===== config.mk =====
export PLATFORM = sky130hd
export DESIGN_NAME = multicycle_control_fsm
export DESIGN_NICKNAME = d
export VERILOG_FILES = /design/src/rtl/multicycle_control_fsm.sv
export SDC_FILE = /design/constraint.sdc
export NUM_CORES = 1
export LEC_CHECK = 0
export ABC_AREA = 1
export CAP_MARGIN = 15
export CORE_ASPECT_RATIO = 1.5
export CORE_UTILIZATION = 25
export CTS_CLUSTER_SIZE = 14
export DETAILED_ROUTE_END_ITERATION = 16
export PLACE_DENSITY = 0.59
export SLEW_MARGIN = 10
export SYNTH_ARGS = -nofsm -noshare
export SYNTH_HDL_FRONTEND = slang
export SYNTH_SLANG_ARGS = --single-unit

===== constraint.sdc =====
create_clock -name clk -period 1.17 [get_ports clk]
set_input_delay 0.1755 -clock clk [delete_from_list [all_inputs] [get_ports clk]]
set_output_delay 0.1755 -clock clk [all_outputs]
set_load 0.02 [all_outputs]

===== src/rtl/multicycle_control_fsm.sv =====
// Multicycle control FSM: sequences fetch/decode/execute/memory/writeback
// and drives unconditioned write requests plus datapath mux selects.
module multicycle_control_fsm #(
    parameter int TIMEOUT_CYCLES = 255
) (
    input  logic       clk,
    input  logic       reset,
    input  logic [1:0] Op,
    input  logic [2:0] Funct,
    input  logic       mem_ready,
    output logic       mem_req,
    output logic       IRWrite,
    output logic       AdrSrc,
    output logic       ALUSrcA,
    output logic [1:0] ALUSrcB,
    output logic [1:0] ALUControl,
    output logic [1:0] ResultSrc,
    output logic       NextPC,
    output logic       PCS,
    output logic       RegW,
    output logic       MemW,
    output logic       NoWrite,
    output logic [1:0] FlagW,
    output logic       bus_error,
    output logic       illegal_instr
);

    localparam int CW = $clog2(TIMEOUT_CYCLES + 1);

    typedef enum logic [3:0] {
        FETCH, DECODE, EXECR, EXECI, ALUWB,
        MEMADR, MEMREAD, MEMWB, MEMWRITE, BRANCH
    } state_t;

    state_t state, state_n;
    logic [CW-1:0] cnt;
    logic in_mem;
    logic timeout;

    assign in_mem = (state == FETCH) || (state == MEMREAD) ||
                    (state == MEMWRITE);
    assign timeout = in_mem && !mem_ready &&
                     (cnt == CW'(TIMEOUT_CYCLES));

    // State register; reset always restarts at instruction fetch.
    always_ff @(posedge clk) begin
        if (reset) state <= FETCH;
        else       state <= state_n;
    end

    // Wait counter: runs only while a memory state is stalled on ready.
    always_ff @(posedge clk) begin
        if (reset || !in_mem || mem_ready || timeout) cnt <= '0;
        else                                          cnt <= cnt + 1'b1;
    end

    // Next-state and Moore outputs; reset forces every output low.
    always_comb begin
        state_n       = state;
        mem_req       = 1'b0;
        IRWrite       = 1'b0;
        AdrSrc        = 1'b0;
        ALUSrcA       = 1'b0;
        ALUSrcB       = 2'b00;
        ALUControl    = 2'b00;
        ResultSrc     = 2'b00;
        NextPC        = 1'b0;
        PCS           = 1'b0;
        RegW          = 1'b0;
        MemW          = 1'b0;
        NoWrite       = 1'b0;
        FlagW         = 2'b00;
        bus_error     = 1'b0;
        illegal_instr = 1'b0;
        unique case (state)
            FETCH: begin
                mem_req   = 1'b1;
                ALUSrcA   = 1'b1;
                ALUSrcB   = 2'b10;
                ResultSrc = 2'b10;
                IRWrite   = mem_ready;
                NextPC    = mem_ready;
                bus_error = timeout;
                if (mem_ready) state_n = DECODE;
            end
            DECODE: begin
                ALUSrcA = 1'b1;
                ALUSrcB = 2'b10;
                unique case (Op)
                    2'b00: state_n = Funct[2] ? EXECI : EXECR;
                    2'b01: state_n = MEMADR;
                    2'b10: state_n = BRANCH;
                    default: begin
                        illegal_instr = 1'b1;
                        state_n       = FETCH;
                    end
                endcase
            end
            EXECR, EXECI: begin
                ALUSrcB    = (state == EXECI) ? 2'b01 : 2'b00;
                ALUControl = (Funct[1:0] == 2'b11) ? 2'b01 : Funct[1:0];
                state_n    = ALUWB;
            end
            ALUWB: begin
                RegW    = 1'b1;
                FlagW   = (Funct[1:0] == 2'b10) ? 2'b10 : 2'b11;
                NoWrite = (Funct[1:0] == 2'b11);
                state_n = FETCH;
            end
            MEMADR: begin
                ALUSrcB = 2'b01;
                state_n = Funct[0] ? MEMWRITE : MEMREAD;
            end
            MEMREAD: begin
                mem_req   = 1'b1;
                AdrSrc    = 1'b1;
                bus_error = timeout;
                if (mem_ready)    state_n = MEMWB;
                else if (timeout) state_n = FETCH;
            end
            MEMWB: begin
                ResultSrc = 2'b01;
                RegW      = 1'b1;
                state_n   = FETCH;
            end
            MEMWRITE: begin
                mem_req   = 1'b1;
                AdrSrc    = 1'b1;
                MemW      = mem_ready;
                bus_error = timeout;
                if (mem_ready || timeout) state_n = FETCH;
            end
            BRANCH: begin
                PCS       = 1'b1;
                ResultSrc = 2'b10;
                ALUSrcB   = 2'b01;
                RegW      = Funct[2];
                state_n   = FETCH;
            end
            default: state_n = FETCH;
        endcase
        if (reset) begin
            mem_req       = 1'b0;
            IRWrite       = 1'b0;
            AdrSrc        = 1'b0;
            ALUSrcA       = 1'b0;
            ALUSrcB       = 2'b00;
            ALUControl    = 2'b00;
            ResultSrc     = 2'b00;
            NextPC        = 1'b0;
            PCS           = 1'b0;
            RegW          = 1'b0;
            MemW          = 1'b0;
            NoWrite       = 1'b0;
            FlagW         = 2'b00;
            bus_error     = 1'b0;
            illegal_instr = 1'b0;
        end
    end

endmodule


Word-level counts from Yosys, hierarchy flattened

Index checks and enable logic that the tools add are counted.

Output and inout port bits: 19
Logic and storage cells: 81
Flip-flop bits (word level): 12
Input port bits: 8

Reductions and logical operators: 21
Add/subtract/negate cells: 1
Equality and inequality tests: 17
Multiplexer cells: 40

Operator list:

| operator                                                              | count |
|---|---|
| 4-bit case mux with 6 select lines                                    | 1 |
| 1-bit two-way mux                                                     | 23 |
| 4-bit two-way mux                                                     | 5 |
| 4-bit by 3-bit equality test with 1-bit output, second input constant | 4 |
| 2-bit two-way mux                                                     | 7 |
| 4-bit case mux with 3 select lines                                    | 1 |
| 2-bit OR reduction                                                    | 6 |
| 8-bit by 1-bit adder with 8-bit output, second input constant         | 1 |
| 4-bit by 2-bit equality test with 1-bit output, second input constant | 2 |
| 4-bit equality test, second input constant                            | 2 |
| 8-bit equality test, second input constant                            | 1 |
| 2-bit equality test, second input constant                            | 3 |
| 1-bit logical OR                                                      | 6 |
| 2-bit case mux with 3 select lines                                    | 1 |
| 3-bit OR reduction                                                    | 2 |
| 4-bit by 1-bit equality test with 1-bit output, second input constant | 1 |
| 4-bit zero test                                                       | 1 |
| 2-bit case mux with 2 select lines                                    | 1 |
| 3-bit != test, second input constant                                  | 1 |
| 3-bit AND reduction                                                   | 1 |
| 2-bit by 1-bit equality test with 1-bit output, second input constant | 1 |
| 1-bit logical AND                                                     | 2 |
| 1-bit zero test                                                       | 2 |
| 2-bit zero test                                                       | 1 |
| 3 further kinds                                                       | 3 |

Logic depth before layout (Yosys ltp)

Gate-level depths: netlist (run 1).

Depth after elaboration: 8
Depth in mapped cells: 9
Depth with buffers taken out: 9

Worst setup path before layout (run 1)

Ideal clock, no wire load.

Path type: flip-flop to output port
Start: register state[1]
End: output NoWrite
Cell stages (with the launch flop): 6
Buffers on the path: 0
Required time: 0.995 ns
Data arrival time: 1.686 ns
Path slack: -0.692 ns
Path through: dfxtp_1 > nor2_2 > inv_1 > nor3_1 > inv_1 > nor3_1

Word-level cells in the longest chain between the ends: 3

Ends and longest elaborated chain:

| element                                        | line | RTL |
|---|---|---|
| start: declaration                             | 35   | `state_t state, state_n;` |
| start signal: assignment                       | 48   | `else state <= state_n;` |
| 4-bit by 3-bit equality test with 1-bit output | 75   | `unique case (state)` |
| 1-bit two-way mux                              | 75   |  |
| 1-bit two-way mux                              | 142  | `if (reset) begin` |
| end: declaration                               | 22   | `output logic NoWrite,` |

Every way passes these cells.

Final worst setup path (run 1)

Start: register state[3]
End: output RegW

Word-level cells in the longest chain between the ends: 4
Elaborated cells on any way between the ends: 6

Ends and longest elaborated chain:

| element                                        | line | RTL |
|---|---|---|
| 4-bit by 3-bit equality test with 1-bit output | 75   |  |
| 2-bit OR reduction (no source line)            | --   |  |
| 1-bit case mux with 2 select lines *           | 75   |  |
| 1-bit two-way mux *                            | 142  |  |
| end: declaration                               | 20   | `output logic RegW,` |

Every way passes the cells marked *; elsewhere a longest branch is shown, timed or not.

==> impl_results.md, run 1 <==
- Initial drt markers: 10
- Total I/O pin count: 27
- PwrDens: 787 nW/um2
- Clock insertion delay at the later pin of the skew report: around 0.24 ns
- Outcome: finished with violations
- Cell repeated most along the worst path: sky130_fd_sc_hd__buf_6
- Category of the most critical setup path: reg -> out
- Wire length of the first global-routing pass: roughly 4.6 mm
- Via count of the first global-routing pass: 1150
- Per-cell routed wire length: about 11 um
- Net count of the finished layout: around 230
- Hold path depth: 2
- Buffering stage count on the worst path with inverters included: 4
- Clock H-tree levels: 1
- CTS buffer count: 3
- Max-capacitance violation count: 0
- TritonCTS clock tree: yes
- Cell Area, Synth: around 870 um2
- CP startpoint: state[3]
- Most frequent standard cell in the layout excluding fill and tap cells: sky130_fd_sc_hd__buf_4
- Crit. path cell count: 7
- Post-route fraction of the period consumed by the critical path: 134%
- Synthesis Warnings: 0
- Input/output buffers: 26
- Width of the die: between 50 and 60 um
- Cell at the root of the clock tree: sky130_fd_sc_hd__clkbuf_8
- Simple-gate share of the synthesized area: roughly two fifths
- Leading area contributor after synthesis: sky130_fd_sc_hd__dfxtp_1
- Sequential cell area fraction in the yosys report: around 28%
- CP Data Required Time: about 0.99 ns
- Slowest library cell on the worst path: sky130_fd_sc_hd__dfxtp_4
- Clock Tree Buf Depth: 2
- Via count: 1110
- Failing checks: negative setup slack
- Post-CTS Hold Fix Bufs: 0
- Comb power frac: between 40% and 50%
- Slowest cell delay on critical path: between 0.3 and 0.4 ns
- Switching power: between 500 and 600 uW
- Clock power share: 28.5%
- Fraction of synthesized area in multiplexers: 0%
- Signal arrival time at the worst endpoint: ~1.4 ns
- Switching power as a share of total power: between 30% and 40%
- Commonest non-fill, non-tap cells in the layout: sky130_fd_sc_hd__buf_4 (43), sky130_fd_sc_hd__buf_6 (25), sky130_fd_sc_hd__inv_1 (17)
- Final hold violations: 0
- Pin count of the biggest net entering global routing: 12
- Grt total ovfl: 0
- Final Core Density: between 60 and 70%
- Mapped Cells: 133
- Total half-perimeter wirelength after legalization and detailed placement: ~2.1 mm
- Core box area: about 3200 um2
- Compound-gate portion of the synthesized area: 6.47%
- Kind of cell adding the most delay to the critical path: buffers and inverters
- Number of sinks on the clock net: 12
- Footprint of the multi-input gates: between 700 and 800 um2
- Worst setup skew after layout: around 0.0042 ns
- Gpl congestion: between 0.8 and 0.9
- Register bit count reported by yosys: 12
- Unrepaired setup endpoints after global routing: yes
- Total DRC errors in the routed layout: 0
- Starting density of the core: a little over a quarter
- Worst-margin pin slew: 0.261 ns
- Clock transition time at the flip-flop clock pins of the worst setup and hold paths: around 0.05 ns
- Minimum setup slack in the final design: -0.402 ns
- Relative max-transition margin: 82.5%
- Cell types with the largest area share after synthesis: sky130_fd_sc_hd__dfxtp_1 (28%), sky130_fd_sc_hd__inv_1 (11%), sky130_fd_sc_hd__nand2_1 (9.9%), sky130_fd_sc_hd__nor2_1 (8.2%), sky130_fd_sc_hd__ha_1 (7.2%)
- Area share of the leading cell type in the synthesized netlist: 27.6%
- Setup slack of the most critical reg-to-reg path: -0.16 ns
- Maximum ir drop on the vdd rail: roughly 700 uV
- Relative contribution of sequential cells to total power: between 20% and 30%
- Num rows: 25
- Aggregate global-route resource usage: between 15 and 20%
- Adder and majority gate portion of the synthesized area: between 7 and 8%
- Die footprint: about 3700 um2
- Internal power: about 1.0 mW
- Antenna violations before repair: 0
- Endpoint of the worst setup timing path: RegW
- Maximum clock frequency: approximately 640 MHz
- Area share of xor/xnor cells in the synthesized design: 6.03%
- Critical Path, Cell by Cell: inv_4 -> buf_6 -> nand2_4 -> nor3_4 -> buf_6 -> a211o_1 -> buf_6
- Post-Route WL: between 2 and 3 mm
- Seq. cell area: between 200 and 300 um2
- Worst reg2reg startpoint: state[1]
- Combinational family with the most area after synthesis: simple AND/OR/NAND/NOR gates
- Area growth from synthesis to final layout: 127%
- Type of destination of the critical path: output pin
- Number of unique standard cell types used by synthesis: 23
- Final min period: 1.57 ns
- HP Class: reg -> reg
- Largest driver fanout on the critical path: 3
- Count of antenna diodes in the layout: 0
- Number of nets produced by synthesis: 146
- Routed Antenna Nets: 0
- Kind of start point of the critical path: flop
- Final setup vio count: 31
- Average footprint of a synthesized cell: about 6.5 um2
- Fraction of layout cells with a size suffix above 1: roughly 64%
- Total iterations of the first detailed-routing run: 4
- Count of cells along the worst register-to-register path: 9
- Total Power: between 1.5 and 2 mW
- Filler cells: between 300 and 400
- Endpoint of the most critical register-to-register path: state[2]
- Final-report max-slew violation count: 0
- Via-per-instance ratio: 4.42
- Leak Pwr: ~0.94 nW
- Die boundary height: ~74 um
==> cell usage after synthesis, drive strengths merged <==
master / n
a211o: 1
a21oi: 7
buf: 2
clkbuf: 1
dfxtp: 12
ha: 5
inv: 28
nand2: 24
nand3: 10
nor2: 23
nor3: 11
nor4: 1
o211ai: 1
o21ai: 1
xnor2: 3
xor2: 3
==> worst reg2reg max path: stages, from the launching register on <==
cell and delay [ns]:
sky130_fd_sc_hd__dfxtp_4 0.37, sky130_fd_sc_hd__inv_2 0.07, sky130_fd_sc_hd__nor2_1 0.04, sky130_fd_sc_hd__nand2_1 0.12, sky130_fd_sc_hd__nand3_4 0.10, sky130_fd_sc_hd__buf_4 0.14, sky130_fd_sc_hd__buf_4 0.13, sky130_fd_sc_hd__nand2_4 0.06
sky130_fd_sc_hd__nand3_2 0.07, sky130_fd_sc_hd__a21oi_1 0.14
==> logic make-up (layout without fill, tap and decap cells) <==
logic type      count (synthesis)  in the layout
buf+inv                        31            109
xor+xnor                        6              6
fa+ha+maj                       5              5
flops                          12             12
compound gates                 10             10
simple gates                   69             69
==> power groups by stage <==
stage	clock network (mW)	registers, mW	logic [mW]
floorplan	0	0.453	0.277
detailed placement	0	0.455	0.525
finish	0.443	0.451	0.662
global route	0.472	0.453	0.709
global placement	0	0.454	0.522
CTS	0.458	0.450	0.588
==> final cells by class <==
type	instances	share of cell area (%)
Sequential cell	12	13.0
Multi-Input combinational cell	90	40.0
Tap cell	40	2.53
Clock buffer	4	2.78
Inverter	28	5.70
Timing Repair Buffer	77	35.9
==> metal layers <==
| layer | track usage [%] | routed length (um) | up-vias |
|---|---|---|---|
| met5 | 0 | 0 | - |
| met4 | 3.49 | 0 | 0 |
| met3 | 1.43 | 83 | 0 |
| met2 | 33.2 | 1720 | 22 |
| met1 | 15.3 | 1030 | 521 |
| li1 | - | - | 567 |
==> worst min-delay path by stage <==
stage	startpoint	end	slack (ns)
2_1_floorplan	Funct[0]	ALUControl[1]	0.40
3_3_place_gp	cnt[0]	cnt[0]	0.51
3_5_place_dp	cnt[0]	cnt[0]	0.52
4_1_cts	cnt[0]	cnt[0]	0.53
5_1_grt	cnt[0]	cnt[0]	0.54
6_report	cnt[0]	cnt[0]	0.53
==> per-stage QoR <==
step / hold WS [ns] / TNS [ns] / worst slack [ns] / cells / instance area, um2
3_5_place_dp: 0.523 / -16.54 / -0.804 / 238 / 1630
6_report: 0.526 / -7.07 / -0.402 / 251 / 1980
5_1_grt: 0.541 / -9.17 / -0.444 / 251 / 1980
2_1_floorplan: 0.403 / -1.49 / -0.186 / 133 / 1010
3_3_place_gp: 0.506 / -16.37 / -0.790 / 238 / 1630
4_1_cts: 0.531 / -6.87 / -0.413 / 249 / 1840
==> timing repair <==
item                       4_1_cts  5_1_grt
setup buffers                    9        4
setup endpoints to repair       31       31
hold endpoints to repair         0        0
gates resized for setup        147       31
pin swaps                       13        9
==> state kept, by name, indices dropped and copies added, names as in the netlist <==
name   count
state      4
cnt        8
Power figures use the tool's default switching activity.
==> run 2: changes to the inputs <==
- CORE_ASPECT_RATIO: 1.5 -> default
==> run 2 against run 1 <==
Clock skew shrank 0.0017 ns. Register-to-register slack got worse by 0.04 ns. Critical path type unchanged. Largest cell class unchanged. Combinational power up 1%. Setup slack worse by 0.095 ns. Cell count grew 2.0%. Clock-buffer cell count unchanged. Die area decreased by 0.13%. The flow still finishes with violations (negative setup slack). Critical endpoint is now ALUControl[1].
==> impl_results.md, run 2 (synthesized netlist as in run 1, its figures left out) <==
- Total half-perimeter wirelength after legalization and detailed placement: approximately 2.2 mm
- Num rows: 21
- Gpl congestion: 0.758
- Slowest library cell on the worst path: sky130_fd_sc_hd__dfxtp_4
- Pin count of the biggest net entering global routing: 11
- TritonCTS clock tree: yes
- Post-Route WL: around 2.9 mm
- Wire length of the first global-routing pass: ~4.3 mm
- Largest driver fanout on the critical path: 3
- Via count of the first global-routing pass: 1033
- Clock transition time at the flip-flop clock pins of the worst setup and hold paths: ~0.080 ns
- Final setup vio count: 31
- Critical Path, Cell by Cell: nor2_4 -> buf_6 -> buf_6 -> nand2_4 -> nor4_4 -> buf_4
- Number of flip-flops in the largest register: 8
- Starting density of the core: a little over a quarter
- Aggregate global-route resource usage: around 16%
- Fraction of layout cells with a size suffix above 1: between 60% and 70%
- Core box area: 3340 um2
- Final instance count without filler cells: 256
- Pre-CTS setup slack: -0.854 ns
- Final-report max-slew violation count: 0
- Signal arrival time at the worst endpoint: 1.49 ns
- Via-per-instance ratio: 4.30
- Count of placed standard cells including taps: between 200 and 250
- Failing checks: negative setup slack
- Net count of the finished layout: about 220
- PwrDens: 757 nW/um2
- Post-Route Setup TNS: -9.53 ns
- Minimum setup slack in the final design: -0.497 ns
- Cell repeated most along the worst path: sky130_fd_sc_hd__buf_6
- Total DRC errors in the routed layout: 0
- Clock Tree Buf Depth: 2
- Total I/O pin count: 27
- Most flop-heavy register: cnt
- CP Data Required Time: approximately 1 ns
- Slowest cell delay on critical path: between 0.3 and 0.4 ns
- Total iterations of the first detailed-routing run: 5
- Maximum ir drop on the vdd rail: 526 uV
- Clock H-tree levels: 1
- Grt total ovfl: 0
- Initial drt markers: 25
- Unrepaired setup endpoints after global routing: yes
- Width of the die: 61.0 um
- Final hold violations: 0
- Die footprint: 3720 um2
- Via count: 1102
- Relative max-transition margin: a little over four fifths
- Kind of start point of the critical path: flop
- Most frequent standard cell in the layout excluding fill and tap cells: sky130_fd_sc_hd__buf_4
- Cell at the root of the clock tree: sky130_fd_sc_hd__clkbuf_4
- Post-route fraction of the period consumed by the critical path: 142%
- Category of the most critical setup path: reg -> out
- Die boundary height: around 60 um
- Leak Pwr: about 0.93 nW
- Clock insertion delay at the later pin of the skew report: 0.28 ns
- Antenna violations before repair: 0
- Post-CTS Hold Fix Bufs: 0
- Number of sinks on the clock net: 12
- Area growth from synthesis to final layout: 122%
- Max-capacitance violation count: 0
- Count of antenna diodes in the layout: 0
- HP Class: in -> reg
- Worst-margin pin slew: between 0.2 and 0.25 ns
- Registers with the highest flip-flop counts: cnt x8, state x4
- Type of destination of the critical path: output pin
- Input/output buffers: 26
- Per-cell routed wire length: roughly 11 um
- Routed Antenna Nets: 0
- Outcome: finished with violations
- CTS buffer count: 3
- Worst setup skew after layout: about 0.0025 ns
- Maximum clock frequency: around 600 MHz
- Commonest non-fill, non-tap cells in the layout: sky130_fd_sc_hd__buf_4 (45), sky130_fd_sc_hd__buf_6 (22), sky130_fd_sc_hd__inv_1 (18)
- Final min period: between 1.5 and 2 ns
-- run 2: area by class of cell --
cell class / instances / area, um2
clock buffers: 4 / 36.3
fillers: 309 / 1400
inverters: 28 / 118
multi-input cells: 90 / 776
flip-flops and latches: 12 / 258
well taps: 46 / 57.6
repair buffers: 76 / 692
-- run 2: through the flow --
step	hold WS (ns)	total power, mW	util [%]	instance area, um2
3_5_place_dp	0.513	0.991	49.2	1640
2_1_floorplan	0.403	0.730	-	1010
4_1_cts	0.508	1.39	53.2	1780
5_1_grt	0.541	1.54	58.0	1940
6_report	0.522	1.47	58.0	1940
3_3_place_gp	0.506	0.977	49.2	1640
-- run 2: layer usage --
layer / vias to the layer above / share of wire (%) / GRT usage [%]
li1: 562 / - / -
met5: - / 0 / 0
met2: 37 / 56 / 30.9
met4: 0 / 1.4 / 5.84
met1: 497 / 38 / 16.5
met3: 6 / 4.7 / 2.31
-- run 2: where the power goes --
part	internal (mW)	leakage, nW	switching, mW	total [mW]
sequential	0.424	0.101	0.0312	0.455
combinational	0.329	0.805	0.340	0.669
clock	0.190	0.0210	0.153	0.343
-- run 2: worst max-delay path, delay by kind of cell, from the launching register on --
kind / cells / cell delay (ns)
simple gates: 3 / 0.44
flops: 1 / 0.38
buf+inv: 3 / 0.40
-- run 2: what timing repair did --
| item | CTS | global route |
|---|---|---|
| endpoints found under the setup margin | 31 | 31 |
| resized for setup | 138 | 35 |
| pin swaps | 11 | 13 |
| buffers inserted | 5 | 7 |
-- run 2: worst paths after layout --
kind	startpoint	to	slack, ns	cells past startpoint
setup / recovery	state[3]	ALUControl[1]	-0.50	6
hold / removal	reset	state[3]	0.52	4
setup reg to reg	cnt[1]	state[1]	-0.20	10
hold reg to reg	cnt[0]	cnt[0]	0.52	2
==> run 3: changes to the inputs <==
- CORE_UTILIZATION: 25 -> 30
- PLACE_DENSITY: 0.59 -> 0.67
==> run 3 against run 2 <==
The run still ends with negative setup slack left. Wire length grew 7.3%. Sequential power is essentially flat. Cell count shrank 7.8%. Highest routed layer unchanged. First-iteration DRC count shrank 52%. Sequential cell count is the same. Sequential share of layout area grew 0.51 points. Maximum frequency grew 2.4%. Critical path depth grew 1. Global-route usage grew 4.2 points. Via count is essentially flat. Final area shrank 3.7%.
==> impl_results.md, run 3 (synthesized netlist as in run 1, its figures left out) <==
- PwrDens: 741 nW/um2
- Most flop-heavy register: cnt
- Net count of the finished layout: 219
- Fraction of layout cells with a size suffix above 1: between 60% and 70%
- Unrepaired setup endpoints after global routing: yes
- CP Data Required Time: ~1 ns
- Gpl congestion: 0.910
- Area post-placement: ~1600 um2
- Final instance area: about 1900 um2
- Area growth from synthesis to final layout: 114%
- Total iterations of the first detailed-routing run: 4
- Relative contribution of sequential cells to total power: 32.8%
- Aggregate global-route resource usage: around a fifth
- Core box area: 2760 um2
- Die boundary height: about 56 um
- Count of cells along the worst register-to-register path: 9
- Total half-perimeter wirelength after legalization and detailed placement: approximately 2.1 mm
- Clock H-tree levels: 1
- Final min period: between 1.5 and 2 ns
- Starting density of the core: 31.6%
- Clock Tree Buf Depth: 2
- Post-Route WL: 3.14 mm
- Number of sinks on the clock net: 12
- Routed Antenna Nets: 0
- CTS buffer count: 3
- Total I/O pin count: 27
- Comb power frac: roughly half
- Grt total ovfl: 0
- Clock power share: between 10% and 20%
- Minimum setup slack in the final design: -0.458 ns
- Kind of start point of the critical path: flop
- Via count of the first global-routing pass: around 1100
- Clock insertion delay at the later pin of the skew report: 0.27 ns
- Final-report max-slew violation count: 0
- Failing checks: negative setup slack
- Maximum clock frequency: between 600 and 700 MHz
- Switching power as a share of total power: 36.1%
- Final setup vio count: 31
- Width of the die: 55.9 um
- Hold path depth: 2
- Die footprint: about 3100 um2
- Internal power: 884 uW
- Post-CTS Hold Fix Bufs: 0
- Signal arrival time at the worst endpoint: between 1 and 1.5 ns
- Registers with the highest flip-flop counts: cnt x8, state x4
- Maximum ir drop on the vdd rail: approximately 860 uV
- Worst setup skew after layout: between 0.004 and 0.005 ns
- Switching power: approximately 500 uW
- Outcome: finished with violations
- Largest driver fanout on the critical path: 4
- Max-capacitance violation count: 0
- Commonest non-fill, non-tap cells in the layout: sky130_fd_sc_hd__buf_4 (40), sky130_fd_sc_hd__buf_6 (22), sky130_fd_sc_hd__inv_1 (16)
- HP Class: reg -> reg
- Count of antenna diodes in the layout: 0
- Via count: between 1000 and 1500
- Most frequent standard cell in the layout excluding fill and tap cells: sky130_fd_sc_hd__buf_4
- Num rows: 19
- Category of the most critical setup path: reg -> out
- Cell at the root of the clock tree: sky130_fd_sc_hd__clkbuf_4
- Setup slack of the most critical reg-to-reg path: -0.20 ns
- Type of destination of the critical path: output pin
- Worst-margin pin slew: between 0.2 and 0.25 ns
- Final Core Density: between 60% and 70%
- Pin count of the biggest net entering global routing: 12
- Input/output buffers: 26
- Via-per-instance ratio: 4.67
- Antenna violations before repair: 0
- Number of flip-flops in the largest register: 8
- Final hold violations: 0
- TritonCTS clock tree: yes
- Per-cell routed wire length: roughly 13 um
- Initial drt markers: 12
- Total DRC errors in the routed layout: 0
- Leak Pwr: 0.905 nW
- Clock transition time at the flip-flop clock pins of the worst setup and hold paths: around 0.070 ns
- Post-route fraction of the period consumed by the critical path: 139%
- Relative max-transition margin: about 86%
- Wire length of the first global-routing pass: a little under 5 mm
==> run 3: cell count changes in the layout (fill, tap and decap cells not counted), sizes merged <==
cell  delta
buf      -5
==> run 3: path summary, 6_finish.rpt <==
check	endpoint	startpoint
worst max-delay path	bus_error	state[1]
worst min-delay path	cnt[0]	cnt[0]
worst max register to register	cnt[3]	state[1]
worst min register to register	cnt[0]	cnt[0]
==> run 3: layout make-up <==
| cell class | count | area [um2] |
|---|---|---|
| fillers | 223 | 892 |
| multi-input cells | 90 | 776 |
| repair buffers | 71 | 654 |
| flip-flops and latches | 12 | 258 |
| inverters | 28 | 113 |
| well taps | 31 | 38.8 |
| clock buffers | 4 | 26.3 |
==> run 3: critical path: stages, from the launching register on <==
cell,delay (ns)
sky130_fd_sc_hd__dfxtp_4,0.40
sky130_fd_sc_hd__inv_2,0.07
sky130_fd_sc_hd__nor2_2,0.14
sky130_fd_sc_hd__nand2_4,0.09
sky130_fd_sc_hd__nand3_4,0.10
sky130_fd_sc_hd__inv_4,0.06
sky130_fd_sc_hd__nor3_4,0.17
sky130_fd_sc_hd__buf_6,0.14
==> run 3: timing repair <==
item                       4_1_cts  5_1_grt
resized for setup              152       22
pin swaps                       20        5
hold endpoints to repair         0        0
buffers inserted                 3        4
setup endpoints to repair       31       31
==> run 3: metal layers <==
layer / part of all wire (%) / track usage, % / vias to the layer above
met2: 59 / 38.4 / 27
li1: - / - / 558
met4: 1.2 / 9.41 / 0
met3: 3.7 / 2.09 / 6
met1: 36 / 21.3 / 512
met5: 0 / 0 / -
==> run 3: through the flow <==
stage | power [mW] | setup slack [ns] | hold slack (ns) | setup TNS [ns] | instances
2_1_floorplan | 0.730 | -0.186 | 0.403 | -1.49 | 133
3_3_place_gp | 0.968 | -0.806 | 0.505 | -16.13 | 226
3_5_place_dp | 0.979 | -0.854 | 0.521 | -16.66 | 226
4_1_cts | 1.34 | -0.451 | 0.529 | -7.91 | 232
5_1_grt | 1.46 | -0.520 | 0.535 | -10.78 | 236
6_report | 1.38 | -0.458 | 0.525 | -8.77 | 236
==> run 3: power by group through the flow <==
stage / sequential (mW) / clock [mW] / combinational (mW)
finish: 0.454 / 0.263 / 0.666
global route: 0.457 / 0.293 / 0.708
CTS: 0.448 / 0.281 / 0.612
detailed placement: 0.455 / 0 / 0.523
global placement: 0.454 / 0 / 0.514
floorplan: 0.453 / 0 / 0.277
